[src/rtl/ysyx_22040895_ifetch_pkg.sv]
// Shared types and constants for the instruction fetch stage.
// Latency: n/a (types only).
// Backpressure: n/a (types only).
package ysyx_22040895_ifetch_pkg;

  // Canonical RISC-V NOP (addi x0, x0, 0), used as filler for faulting fetches.
  localparam logic [31:0] NOP_INST = 32'h0000_0013;

  typedef enum logic [1:0] {
    S_IDLE  = 2'd0,
    S_REQ   = 2'd1,
    S_WAIT  = 2'd2,
    S_FLUSH = 2'd3
  } fetch_state_t;

  // One buffered fetch result as handed to the decoder.
  typedef struct packed {
    logic [63:0] pc;
    logic [31:0] inst;
    logic        fault;
  } fetch_entry_t;

  localparam int ENTRY_W = $bits(fetch_entry_t);

  // Clear the two low address bits so the fetch address is word aligned.
  function automatic logic [63:0] word_align(input logic [63:0] addr);
    return addr & ~64'd3;
  endfunction

endpackage

[src/rtl/ysyx_22040895_ifetch_fifo.sv]
// Instruction buffer between fetch and decode: clear/push/pop with occupancy count.
// Latency: registered, an entry is visible the cycle after its push.
// Backpressure: producer must not push when full (guaranteed by the fetch credit check).
module ysyx_22040895_ifetch_fifo
  import ysyx_22040895_ifetch_pkg::*;
#(
  parameter int DEPTH = 2
) (
  input  logic                     clk,
  input  logic                     rst,
  input  logic                     clear,
  input  logic                     push,
  input  logic [ENTRY_W-1:0]       push_data,
  input  logic                     pop,
  output logic                     head_valid,
  output logic [ENTRY_W-1:0]       head_data,
  output logic [$clog2(DEPTH):0]   count
);

  localparam int AW = $clog2(DEPTH);
  localparam int CW = AW + 1;

  logic [ENTRY_W-1:0] mem [DEPTH];
  logic [AW-1:0]      wr_ptr;
  logic [AW-1:0]      rd_ptr;
  logic [ENTRY_W-1:0] last_head;
  logic               do_pop;

  assign head_valid = (count != '0);
  assign do_pop     = pop && head_valid;
  // When empty the outputs keep showing whatever was presented last.
  assign head_data  = head_valid ? mem[rd_ptr] : last_head;

  // Storage, pointers and occupancy; clear wins over push/pop.
  always_ff @(posedge clk or posedge rst) begin
    if (rst) begin
      wr_ptr    <= '0;
      rd_ptr    <= '0;
      count     <= '0;
      last_head <= '0;
      for (int i = 0; i < DEPTH; i++) begin
        mem[i] <= '0;
      end
    end else begin
      last_head <= head_data;
      if (clear) begin
        wr_ptr <= '0;
        rd_ptr <= '0;
        count  <= '0;
      end else begin
        if (push) begin
          mem[wr_ptr] <= push_data;
          wr_ptr      <= wr_ptr + AW'(1);
        end
        if (do_pop) begin
          rd_ptr <= rd_ptr + AW'(1);
        end
        case ({push, do_pop})
          2'b10:   count <= count + CW'(1);
          2'b01:   count <= count - CW'(1);
          default: count <= count;
        endcase
      end
    end
  end

endmodule

[src/rtl/ysyx_22040895_ifetch.sv]
// Multi-cycle fetch: owns the PC, one outstanding imem request, buffers results for the IDU.
// Latency: 2 cycles request-to-inst_valid_o with a zero-wait imem; at most 1 inst per 2 cycles.
// Backpressure: no request is issued unless the buffer has room for its response (credit).
// Optional build macro YSYX_22040895_IFETCH_MISALIGN_EN: misaligned redirect targets
// produce a fault entry instead of being silently word aligned.
module ysyx_22040895_ifetch
  import ysyx_22040895_ifetch_pkg::*;
#(
  parameter logic [63:0] RESET_PC   = 64'h8000_0000,
  parameter int          FIFO_DEPTH = 2
) (
  input  logic        clk,
  input  logic        rst,
  input  logic        redirect_i,
  input  logic [63:0] redirect_pc_i,
  output logic        imem_req_valid_o,
  output logic [63:0] imem_req_addr_o,
  input  logic        imem_req_ready_i,
  input  logic        imem_rsp_valid_i,
  input  logic [31:0] imem_rsp_inst_i,
  input  logic        imem_rsp_err_i,
  output logic        inst_valid_o,
  output logic [31:0] inst_o,
  output logic [63:0] pc_o,
  output logic        fault_o,
  input  logic        inst_ready_i
);

  localparam int              CW        = $clog2(FIFO_DEPTH) + 1;
  localparam logic [CW-1:0]   DEPTH_CNT = CW'(FIFO_DEPTH);

  fetch_state_t state, state_nxt;
  logic [63:0]  pc, pc_nxt;
  logic [63:0]  req_pc, req_pc_nxt;
  logic [63:0]  hold_addr, hold_addr_nxt;
  logic         hold, hold_nxt;
  logic         mis_pend, mis_pend_nxt;
  logic         parked, parked_nxt;

  logic [63:0]  target;
  logic         target_misaligned;
  logic [CW-1:0] count;
  logic         credit_ok;
  logic         req_valid;
  logic [63:0]  req_addr;
  logic         req_fire;
  logic         push;
  fetch_entry_t push_entry;
  fetch_entry_t head_entry;
  logic         head_valid;

`ifdef YSYX_22040895_IFETCH_MISALIGN_EN
  assign target            = redirect_pc_i;
  assign target_misaligned = (redirect_pc_i[1:0] != 2'b00);
`else
  assign target            = word_align(redirect_pc_i);
  assign target_misaligned = 1'b0;
`endif

  // count + 1 <= FIFO_DEPTH: reserve a slot for the response before asking for it.
  assign credit_ok = (count < DEPTH_CNT);

  // A request already shown to the bus stays up (same address) until accepted,
  // regardless of redirects or state; otherwise only REQ may start a new one.
  assign req_valid = hold || ((state == S_REQ) && credit_ok && !mis_pend && !parked);
  assign req_addr  = hold ? hold_addr : pc;
  assign req_fire  = req_valid && imem_req_ready_i;

  assign imem_req_valid_o = req_valid;
  assign imem_req_addr_o  = req_addr;

  // Next-state, PC, push and request-hold decisions; redirect overrides everything.
  always_comb begin
    state_nxt     = state;
    pc_nxt        = pc;
    req_pc_nxt    = req_pc;
    hold_nxt      = hold;
    hold_addr_nxt = hold_addr;
    mis_pend_nxt  = mis_pend;
    parked_nxt    = parked;
    push          = 1'b0;
    push_entry    = '0;

    if (req_fire) begin
      hold_nxt = 1'b0;
    end else if (req_valid) begin
      hold_nxt      = 1'b1;
      hold_addr_nxt = req_addr;
    end

    case (state)
      S_IDLE: state_nxt = S_REQ;
      S_REQ: begin
        if (req_fire) begin
          req_pc_nxt = pc;
          state_nxt  = S_WAIT;
        end else if (mis_pend && !hold && credit_ok) begin
          // Misaligned target: report it in-band and stop fetching.
          push         = 1'b1;
          push_entry   = '{pc: pc, inst: NOP_INST, fault: 1'b1};
          mis_pend_nxt = 1'b0;
          parked_nxt   = 1'b1;
        end
      end
      S_WAIT: begin
        if (imem_rsp_valid_i) begin
          push       = 1'b1;
          push_entry = '{pc:    req_pc,
                         inst:  imem_rsp_err_i ? NOP_INST : imem_rsp_inst_i,
                         fault: imem_rsp_err_i};
          pc_nxt     = req_pc + 64'd4;
          state_nxt  = S_REQ;
        end
      end
      S_FLUSH: begin
        if (imem_rsp_valid_i) begin
          state_nxt = S_REQ;
        end
      end
      default: state_nxt = S_IDLE;
    endcase

    if (redirect_i) begin
      push         = 1'b0;
      pc_nxt       = target;
      mis_pend_nxt = target_misaligned;
      parked_nxt   = 1'b0;
      case (state)
        S_IDLE:  state_nxt = S_REQ;
        // Anything already on the bus will return a response that must be dropped.
        S_REQ:   state_nxt = req_valid ? S_FLUSH : S_REQ;
        S_WAIT,
        S_FLUSH: state_nxt = imem_rsp_valid_i ? S_REQ : S_FLUSH;
        default: state_nxt = S_IDLE;
      endcase
    end
  end

  // FSM and PC state registers.
  always_ff @(posedge clk or posedge rst) begin
    if (rst) begin
      state     <= S_IDLE;
      pc        <= RESET_PC;
      req_pc    <= '0;
      hold      <= 1'b0;
      hold_addr <= '0;
      mis_pend  <= 1'b0;
      parked    <= 1'b0;
    end else begin
      state     <= state_nxt;
      pc        <= pc_nxt;
      req_pc    <= req_pc_nxt;
      hold      <= hold_nxt;
      hold_addr <= hold_addr_nxt;
      mis_pend  <= mis_pend_nxt;
      parked    <= parked_nxt;
    end
  end

  ysyx_22040895_ifetch_fifo #(
    .DEPTH (FIFO_DEPTH)
  ) u_fifo (
    .clk        (clk),
    .rst        (rst),
    .clear      (redirect_i),
    .push       (push),
    .push_data  (push_entry),
    .pop        (inst_ready_i),
    .head_valid (head_valid),
    .head_data  (head_entry),
    .count      (count)
  );

  assign inst_valid_o = head_valid;
  assign inst_o       = head_entry.inst;
  assign pc_o         = head_entry.pc;
  assign fault_o      = head_entry.fault;

endmodule

[config.mk]
export PLATFORM = sky130hd
export DESIGN_NAME = ysyx_22040895_ifetch
export DESIGN_NICKNAME = d
export VERILOG_FILES = /design/src/rtl/ysyx_22040895_ifetch_pkg.sv /design/src/rtl/ysyx_22040895_ifetch_fifo.sv /design/src/rtl/ysyx_22040895_ifetch.sv
export SDC_FILE = /design/constraint.sdc
export NUM_CORES = 1
export LEC_CHECK = 0
export ABC_AREA = 1
export CAP_MARGIN = 30
export CORE_MARGIN = 5
export CORE_UTILIZATION = 35
export DETAILED_ROUTE_END_ITERATION = 8
export PLACE_DENSITY_LB_ADDON = 0.12
export SYNTH_ARGS = -nofsm -noshare
export SYNTH_HDL_FRONTEND = slang
export SYNTH_HIERARCHICAL = 1
export SYNTH_SLANG_ARGS = --single-unit
export TNS_END_PERCENT = 30
[constraint.sdc]
create_clock -name clk -period 12.1 [get_ports clk]
set_input_delay 3.63 -clock clk [delete_from_list [all_inputs] [get_ports clk]]
set_output_delay 3.63 -clock clk [all_outputs]
set_load 0.01 [all_outputs]
==> summary.txt, run 1 <==
Worst setup path
  • CP Launch Type: flop
  • Crit. End Element: primary output
  • Kind of critical path: flop to primary output
  • CP arrival: 3730 ps
  • Crit Path Max Fanout: 68
  • CP required: ~8500 ps

Global route
  • GRT Total Usage: 0.198
  • Largest net degree at the start of global routing: approximately 170
  • Final global-route overflow total: 0
  • Vias in the first global route: 18659
  • Initial antenna violation count: 1
  • Global-route wire length before repair: ~110000 um

Drt
  • Average wire per standard cell: between 15 and 20 um
  • Iter 0 DRT Violations: 1527
  • DRT Pass-1 Iters: 6
  • Final ANT Viol Nets: 0
  • Final wirelength: about 70000 um
  • Vias/cell: roughly 5
  • Via count: just under 20000
  • DR DRC count: 0

Layout
  • Post-layout util: 0.431
  • Layout cells sized above 1: 0.0428
  • Nets@finish: between 3000 and 4000
  • Ant. Diodes: 0
  • Commonest non-fill, non-tap cell in the layout: nand2_1
  • Layout area overhead: 21.9%
  • Most frequent cells in the layout: nand2_1 (955), dfrtp_1 (488), inv_1 (310)

Power
  • Combinational power share: 0.332
  • LEAKAGE: between 10 and 15 nW
  • Max IR drop VDD: approximately 0.11 mV
  • Pint: between 0.003 and 0.004 W
  • Seq pwr share: 0.387
  • Clk pwr share: 0.281
  • Pwr dens: around 210 nW/um^2
  • Switching share of power: 0.351
  • Sw Pwr: 0.00206 W

Place
  • DP HPWL: approximately 49000 um
  • Port Buffers: approximately 260
  • Final Wtd Congestion: 0.984

Clock tree
  • CTS Buf Count: 55
  • H-tree levels: 2
  • CTS clk-pin slew, worst paths: approximately 60 ps
  • CTS Buffer Depth: 3
  • Root Driver: clkbuf_16
  • Worst skew pair latency: 610 ps
  • Sinks on Clock Net: between 400 and 500
  • TritonCTS clock tree: yes
  • Cts hold-fix bufs: 0
  • Post-CTS Setup Bufs: 0
  • Cts repair resizes: 0

Floorplanning
  • Chip Height: approximately 270 um
  • Std cell rows: 93
  • DIE AREA: 70500 um^2
  • Die width: between 200 and 300 um
  • I/O pins: 266
  • Core footprint: roughly 65000 um^2
  • Starting density of the core: 0.354

Timing
  • Clock Skews: 18.1 ps
  • Hold Vio Cnt, Final: 0
  • Period minus WS final: approximately 7400 ps
  • Unrepaired setup endpoints after global routing: false
  • Worst relative slew slack: 0.360
  • Finish-stage setup viols: 0
  • Tcrit/Tclk final: 0.608
  • TNS Setup: 0 ps
  • Min Hold Slack: slightly below 500 ps
  • Final Max Tran Viols: 0
  • Worst-Margin Slew: around 960 ps
  • Max Freq: 136 MHz

Worst hold path
  • Min-delay worst type: flop to flop

Yosys
  • Post-Syn Area: about 23000 um^2
  • Post-synth top area share: 0.536
  • Cells after Synth: 2933
  • Register area share after synthesis: 0.538
  • Synth Register Bits: between 400 and 500
  • Syn Area/Cell: just under 8 um^2
  • Synthesis Warnings: 6
  • Synthesized Nets: 3037
  • Largest area contributor in the netlist: dfrtp_1
  • Top post-synthesis cells by area: dfrtp_1 (54%), nand2_1 (16%), o21ai_1 (5.6%)
  • Yosys cell types: 34

Job
  • Max Cap Viol: 0

Outcome
  • Status: finished, final reports clean
==> worst paths after layout <==
check	slack, ps	endpoint	start	cells after the start
worst max-delay path	4740	pc_o[35]	u_fifo/rd_ptr$_DFFE_PP0P_	5
worst min-delay path	480	u_fifo/mem[125]$_DFFE_PP0P_	u_fifo/mem[125]$_DFFE_PP0P_	2
worst max register to register	8350	u_fifo/mem[175]$_DFFE_PP0P_	state[0]$_DFFE_PP0P_	9
worst min register to register	480	u_fifo/mem[125]$_DFFE_PP0P_	u_fifo/mem[125]$_DFFE_PP0P_	2
max in group asynchronous	6970	u_fifo/last_head[48]$_DFF_PP0_	rst	4
min in group asynchronous	3420	u_fifo/mem[39]$_DFFE_PP0P_	rst	2
==> synth_stat cells (all sizes together) <==
cell and number:
nand2 958, dfrtp 490, o21ai 462, inv 318, nor2 316, buf 111
a31oi 97, nand3 60, clkbuf 52, a21oi 19, nand4 15, o211ai 11
o221ai 7, xor2 5, o21a 3, nor3 2, o21bai 2, dfstp 1
ha 1, nand3b 1, o2111ai 1, o311ai 1
==> cell families (layout without fill, tap and decap cells) <==
| kind of cell | after synthesis | after routing | share of synthesized area |
|---|---|---|---|
| adder cells (fa/ha/maj) | 1 | 1 | 0.000547 |
| XOR/XNOR | 5 | 5 | 0.00192 |
| AND/OR/NAND/NOR | 1352 | 1352 | 0.230 |
| buffers and inverters | 481 | 701 | 0.0888 |
| flip-flops | 491 | 491 | 0.538 |
| AO/OA/AOI/OAI | 603 | 603 | 0.141 |
==> power groups by stage <==
stage	Combinational, W	Sequential, W	Clock (W)
3_3_place_gp	0.00194	0.00229	0
3_5_place_dp	0.00196	0.00230	0
6_report	0.00195	0.00227	0.00165
5_1_grt	0.00215	0.00232	0.00177
4_1_cts	0.00197	0.00227	0.00170
2_1_floorplan	0.00104	0.00221	0
==> layout make-up <==
type / count / area, um^2
Fill cell: 6560 / 36700
Inverter: 318 / 1210
Clock inverter: 10 / 118
Clock buffer: 86 / 1660
Multi-Input combinational cell: 1961 / 8600
Tap cell: 855 / 1070
Timing Repair Buffer: 287 / 2920
Sequential cell: 491 / 12300
==> sequential cells by signal, summed over array words and instances (netlist names), 2 cells and up <==
register          count
u_fifo/mem          194
u_fifo/last_head     97
hold_addr            64
pc                   64
req_pc               64
state                 2
u_fifo/count          2
==> critical path: stages (launching register included) <==
cell and delay (ps):
dfrtp_4 660, inv_4 410, buf_4 760, nand2_1 110, a31oi_1 490, clkdlybuf4s50_1 640
==> per-layer routing <==
metal	vias to the layer above	global-route usage	routed length, um
met5	-	0	0
met1	9296	0.299	34900
met4	0	0.0466	1590
li1	9642	-	-
met2	509	0.299	31500
met3	92	0.0303	3560
==> through the flow <==
stage,total power [W],instances,setup WS [ps],cell area [um^2]
3_3_place_gp,0.00423,3907,4620,25900
4_1_cts,0.00595,4005,4580,27800
6_report,0.00587,4008,4740,27900
2_1_floorplan,0.00325,2933,323,22900
5_1_grt,0.00623,4008,4490,27900
3_5_place_dp,0.00426,3909,4590,26000
(Power assumes the default switching activity.)
==> inputs of run 2 (changes only) <==
clock period = 6.04 ns   (was 12.1 ns; I/O delays follow)
==> run 2 against run 1 <==
Count of clock-buffer cells in the layout grew 3. Final area grew 0.82%. Core utilization grew 0.35 points. Critical endpoint is now pc_o[25].
==> summary.txt, run 2 (synthesis gave the netlist of run 1 again) <==
Job
  • Max Cap Viol: 0 (unchanged)

Worst setup path
  • Crit Path Max Fanout: 133 (was 68)
  • Crit path cell chain: inv_1 > nand2_8 > buf_16 > buf_4 > nor2_1 > a31oi_1 > clkdlybuf4s50_1 (was inv_4 > buf_4 > nand2_1 > a31oi_1 > clkdlybuf4s50_1)
  • Crit-path leading delay family: buffers and inverters (unchanged)
  • CP Launch Type: flop (unchanged)
  • CP max stage delay: 650 ps (was 760 ps)
  • CP required: 4230 ps (was 8470 ps)
  • Crit. End Element: primary output (unchanged)
  • Max stage delay cell, worst path: clkdlybuf4s50_1 (was buf_4)
  • Worst Path Buf+Inv: 4 (was 3)
  • Kind of critical path: flop to primary output (unchanged)
  • CP arrival: 3260 ps (was 3730 ps)

Power
  • LEAKAGE: 12.1 nW (was 11.9 nW)
  • Power Total: 0.0119 W (was 0.00587 W)
  • Pwr dens: 423 nW/um^2 (was 211 nW/um^2)
  • Max IR drop VDD: 0.360 mV (was 0.113 mV)

Drt
  • DR DRC count: 0 (unchanged)
  • Via count: 19488 (was 19539)
  • Vias/cell: 4.84 (was 4.88)
  • Final wirelength: 70800 um (was 71600 um)
  • DRT Pass-1 Iters: 5 (was 6)
  • Iter 0 DRT Violations: 1530 (was 1527)
  • Final ANT Viol Nets: 0 (unchanged)
  • Average wire per standard cell: 17.6 um (was 17.9 um)

Clock tree
  • Cts repair resizes: 0 (unchanged)
  • Root Driver: clkbuf_16 (unchanged)
  • Cts hold-fix bufs: 0 (unchanged)
  • Sinks on Clock Net: 491 (unchanged)
  • CTS clk-pin slew, worst paths: 60 ps (about the same)
  • Post-CTS Setup Bufs: 0 (unchanged)
  • Worst skew pair latency: 610 ps (about the same)
  • CTS Buf Count: 57 (was 55)
  • TritonCTS clock tree: yes (unchanged)
  • CTS Buffer Depth: 3 (unchanged)
  • H-tree levels: 2 (unchanged)

Floorplanning
  • Std cell rows: 93 (unchanged)
  • Starting density of the core: 0.354 (unchanged)
  • DIE AREA: 70500 um^2 (unchanged)
  • Chip Height: 266 um (unchanged)
  • Die width: 266 um (unchanged)
  • I/O pins: 266 (unchanged)
  • Core footprint: 64600 um^2 (unchanged)

Global route
  • GRT Total Usage: 0.197 (was 0.198)
  • Final global-route overflow total: 0 (unchanged)
  • Initial antenna violation count: 3 (was 1)
  • Vias in the first global route: 18974 (was 18659)
  • Largest net degree at the start of global routing: 165 (was 172)
  • Global-route wire length before repair: 111000 um (about the same)

Timing
  • Max Freq: between 150 and 200 MHz
  • Unrepaired setup endpoints after global routing: false (unchanged)
  • Finish-stage setup viols: 0 (unchanged)
  • Min Hold Slack: 483 ps (was 481 ps)
  • Period minus WS final: 5070 ps
  • Final Max Tran Viols: 0 (unchanged)
  • Final setup margin: 966 ps (was 4740 ps)
  • Hold Vio Cnt, Final: 0 (unchanged)
  • Clock Skews: 15.9 ps (was 18.1 ps)
  • Worst-Margin Slew: 917 ps (was 960 ps)
  • Tcrit/Tclk final: 0.840
  • Worst relative slew slack: 0.387 (was 0.360)

Layout
  • Largest register FFs: 194 (unchanged)
  • Ant. Diodes: 0 (unchanged)
  • Nets@finish: 3230 (was 3218)
  • Layout area overhead: 22.9% (was 21.9%)
  • Post-route insts no fill: 4027 (was 4008)
  • Reg area: 12300 um^2 (unchanged)
  • Commonest non-fill, non-tap cell in the layout: nand2_1 (unchanged)
  • FILL cells: 6563 (was 6560)
  • Most frequent cells in the layout: nand2_1 (955), dfrtp_1 (488), inv_1 (310) (unchanged)
  • Layout cells sized above 1: 0.0492 (was 0.0428)
  • Top Registers: u_fifo/mem x194, u_fifo/last_head x97 (unchanged)
  • Multi-input logic area: 8600 um^2 (unchanged)
  • Largest Register: u_fifo/mem (unchanged)

Place
  • Pre-CTS setup slack: 1340 ps (was 4590 ps)
  • DP HPWL: 49200 um (was 48600 um)
  • # placed instances: 3921 (was 3909)
  • Final Wtd Congestion: 0.913 (was 0.984)
  • Port Buffers: 263 (unchanged)

Outcome
  • Status: finished, final reports clean (unchanged)

Worst hold path
  • Min-delay worst type: flop to flop (unchanged)
[run 2: cell types whose count changed in the layout (fill, tap and decap cells not counted), sizes merged]
cell    change
bufinv      +1
buf        +10
inv         -1
clkbuf      +3
clkinv      +6
[run 2: power breakdown]
group	total, W	internal (W)	switching, W
Sequential	0.00457	0.00406	0.000515
Clock	0.00346	0.00209	0.00138
Combinational	0.00385	0.00162	0.00223
[run 2: worst register-to-register path, delay by kind of cell (launching register included)]
family | cells | cell delay [ps]
DFF | 1 | 380
buffers and inverters | 6 | 1920
AOI/OAI and AO/OA | 1 | 140
and+or+nand+nor | 2 | 120
[run 2: stage by stage]
stage                util  TNS, ps  instance area (um^2)
floorplan               -  -216640                 22900
global placement    0.404        0                 26100
detailed placement  0.405        0                 26100
CTS                 0.435        0                 28100
global route        0.435        0                 28100
finish              0.435        0                 28100
[run 2: layout make-up]
class / count / area share
Clock inverter: 16 / 0.00668
Timing Repair Buffer: 297 / 0.107
Inverter: 318 / 0.0430
Multi-Input combinational cell: 1961 / 0.306
Clock buffer: 89 / 0.0615
Sequential cell: 491 / 0.438
Tap cell: 855 / 0.0381
[run 2: per-layer routing]
| layer | vias up | track usage | share of wire |
|---|---|---|---|
| met5 | - | 0 | 0.00011 |
| met4 | 2 | 0.0515 | 0.022 |
| met3 | 81 | 0.0300 | 0.052 |
| met2 | 472 | 0.300 | 0.44 |
| met1 | 9261 | 0.295 | 0.49 |
| li1 | 9672 | - | - |
[run 2: path summary, 6_finish.rpt]
| path | start | to | slack (ps) | depth (start not counted) |
|---|---|---|---|---|
| worst max-delay path | u_fifo/count[1]$_DFFE_PP0P_ | pc_o[25] | 970 | 7 |
| worst min-delay path | u_fifo/mem[92]$_DFFE_PP0P_ | u_fifo/mem[92]$_DFFE_PP0P_ | 480 | 2 |
| worst max register to register | state[0]$_DFFE_PP0P_ | pc[6]$_DFFE_PP0P_ | 3340 | 9 |
| worst min register to register | u_fifo/mem[92]$_DFFE_PP0P_ | u_fifo/mem[92]$_DFFE_PP0P_ | 480 | 2 |
| max in group asynchronous | rst | u_fifo/mem[6]$_DFFE_PP0P_ | 3080 | 3 |
| min in group asynchronous | rst | req_pc[1]$_DFFE_PP0P_ | 1750 | 2 |
==> inputs of run 3 (changes only) <==
clock period = 4.5 ns   (was 6.04 ns; I/O delays follow)
==> run 3 against run 2 <==
Sequential cell count unchanged. Final area down 0.17%. Critical path depth down 1. Die area unchanged. Core utilization down 0.076 points. Routed wire length up 2.7%. Worst setup slack worse by 790 ps. Clock power up 29%. Hold slack better by 2.4 ps. Sequential power up 34%. Via count up 0.69%. Critical endpoint is now inst_o[4].
==> summary.txt, run 3 (synthesis gave the netlist of run 1 again) <==
Floorplanning
  • I/O pins: 266 (unchanged)
  • Starting density of the core: 0.354 (unchanged)
  • Chip Height: 266 um (unchanged)
  • Die width: 266 um (unchanged)
  • DIE AREA: 70500 um^2 (unchanged)
  • Core footprint: 64600 um^2 (unchanged)
  • Std cell rows: 93 (unchanged)

Power
  • LEAKAGE: 12.0 nW (was 12.1 nW)
  • Power Total: 0.0158 W (was 0.0119 W)
  • Max IR drop VDD: 0.343 mV (was 0.360 mV)
  • Pwr dens: 565 nW/um^2 (was 423 nW/um^2)

Timing
  • Unrepaired setup endpoints after global routing: false (unchanged)
  • TNS Setup: 0 ps (unchanged)
  • Clock Skews: 15.7 ps (was 15.9 ps)
  • Hold Vio Cnt, Final: 0 (unchanged)
  • Worst-Margin Slew: 793 ps (was 917 ps)
  • Period minus WS final: 4330 ps
  • Finish-stage setup viols: 0 (unchanged)
  • Max Freq: between 200 and 250 MHz
  • Min Hold Slack: 486 ps (was 483 ps)
  • Tcrit/Tclk final: 0.961
  • Final Max Tran Viols: 0 (unchanged)
  • Final setup margin: 175 ps (was 966 ps)
  • Worst relative slew slack: 0.471 (was 0.387)

Place
  • DP HPWL: 50600 um (was 49200 um)
  • Final Wtd Congestion: 0.933 (was 0.913)
  • Pre-CTS setup slack: 726 ps (was 1340 ps)
  • Port Buffers: 263 (unchanged)

Global route
  • Initial antenna violation count: 1 (was 3)
  • Most Used Layer, Global Route: met2 (unchanged)
  • Vias in the first global route: 19087 (was 18974)
  • GRT met2 Usage: 0.307 (was 0.300)
  • Met3 Resource Use GR: 0.0289 (was 0.0300)
  • GRT Total Usage: 0.200 (was 0.197)
  • Global-route wire length before repair: 113000 um (was 111000 um)
  • Largest net degree at the start of global routing: 101 (was 165)
  • Final global-route overflow total: 0 (unchanged)
  • Met1 usage: 0.298 (was 0.295)

Worst setup path
  • CP max stage delay: 610 ps (was 650 ps)
  • Max stage delay cell, worst path: clkdlybuf4s50_1 (unchanged)
  • Crit path cell chain: inv_1 > nand2_8 > buf_4 > nor2_1 > a31oi_1 > clkdlybuf4s50_1 (was inv_1 > nand2_8 > buf_16 > buf_4 > nor2_1 > a31oi_1 > clkdlybuf4s50_1)
  • CP Launch Type: flop (unchanged)
  • CP required: 3150 ps (was 4230 ps)
  • CP arrival: 2980 ps (was 3260 ps)
  • Kind of critical path: flop to primary output (unchanged)
  • Crit. End Element: primary output (unchanged)
  • Crit Path Max Fanout: 50 (was 133)

Drt
  • Via count: 19623 (was 19488)
  • Average wire per standard cell: 18.0 um (was 17.6 um)
  • Final wirelength: 72700 um (was 70800 um)
  • DR DRC count: 0 (unchanged)
  • Iter 0 DRT Violations: 1536 (was 1530)
  • Final ANT Viol Nets: 0 (unchanged)
  • DRT Pass-1 Iters: 6 (was 5)
  • Vias/cell: 4.86 (was 4.84)

Clock tree
  • CTS clk-pin slew, worst paths: 60 ps (about the same)
  • TritonCTS clock tree: yes (unchanged)
  • H-tree levels: 2 (unchanged)
  • Cts repair resizes: 0 (unchanged)
  • CTS Buffer Depth: 3 (unchanged)
  • Worst skew pair latency: 620 ps (was 610 ps)
  • CTS Buf Count: 56 (was 57)
  • Sinks on Clock Net: 491 (unchanged)
  • Root Driver: clkbuf_16 (unchanged)

Job
  • Max Cap Viol: 0 (unchanged)

Layout
  • Ant. Diodes: 0 (unchanged)
  • Nets@finish: 3242 (was 3230)
  • Commonest non-fill, non-tap cell in the layout: nand2_1 (unchanged)
  • Largest register FFs: 194 (unchanged)
  • Largest Register: u_fifo/mem (unchanged)
  • Top Registers: u_fifo/mem x194, u_fifo/last_head x97 (unchanged)
  • Layout cells sized above 1: 0.0510 (was 0.0492)
  • FILL cells: 6591 (was 6563)
  • Most frequent cells in the layout: nand2_1 (955), dfrtp_1 (488), inv_1 (310) (unchanged)
  • Layout area overhead: 22.7% (was 22.9%)

Outcome
  • Status: finished, final reports clean (unchanged)

Worst hold path
  • Min-delay worst type: flop to flop (unchanged)
==> run 3: final cells by class <==
cell class | count | area [um^2] | area share
Clock buffer | 85 | 1640 | 0.0585
Clock inverter | 14 | 156 | 0.00558
Inverter | 318 | 1200 | 0.0429
Multi-Input combinational cell | 1962 | 8610 | 0.307
Sequential cell | 491 | 12300 | 0.438
Tap cell | 855 | 1070 | 0.0382
Timing Repair Buffer | 309 | 3070 | 0.109
==> run 3: final timing paths <==
check | start | end | slack (ps) | depth (start not counted)
setup / recovery | u_fifo/count[1]$_DFFE_PP0P_ | inst_o[4] | 170 | 6
hold / removal | u_fifo/mem[182]$_DFFE_PP0P_ | u_fifo/mem[182]$_DFFE_PP0P_ | 490 | 2
setup reg to reg | hold$_DFFE_PP0P_ | req_pc[58]$_DFFE_PP0P_ | 1760 | 6
hold reg to reg | u_fifo/mem[182]$_DFFE_PP0P_ | u_fifo/mem[182]$_DFFE_PP0P_ | 490 | 2
max in group asynchronous | rst | u_fifo/mem[78]$_DFFE_PP0P_ | 2270 | 3
min in group asynchronous | rst | pc[13]$_DFFE_PP0P_ | 1350 | 2
==> run 3: metal layers <==
metal,vias up,share of wire
met4,0,0.024
met5,-,0
li1,9678,-
met2,491,0.45
met3,88,0.050
met1,9366,0.48
==> run 3: through the flow <==
step	cell area (um^2)	util	cells
after global placement	26200	0.406	3934
after CTS	28000	0.434	4033
final	28000	0.434	4034
after global routing	28000	0.434	4034
after detailed placement	26200	0.406	3934
after floorplan	22900	-	2933
==> run 3: critical path: cells and delay by family, from the launching register on <==
| kind | cells | cell delay (ps) |
|---|---|---|
| flip-flops | 1 | 430 |
| AND/OR/NAND/NOR | 2 | 440 |
| buffers and inverters | 3 | 1180 |
| AO/OA/AOI/OAI | 1 | 290 |
==> run 3: repair_timing <==
action,CTS,global route
setup endpoints to repair,0,12
hold buffers,0,0
buffers inserted,0,0
==> run 3: report_power, final <==
| group | switching (W) | total, W | internal (W) |
|---|---|---|---|
| combinational | 0.00305 | 0.00524 | 0.00220 |
| sequential | 0.000681 | 0.00613 | 0.00545 |
| clock | 0.00186 | 0.00447 | 0.00262 |
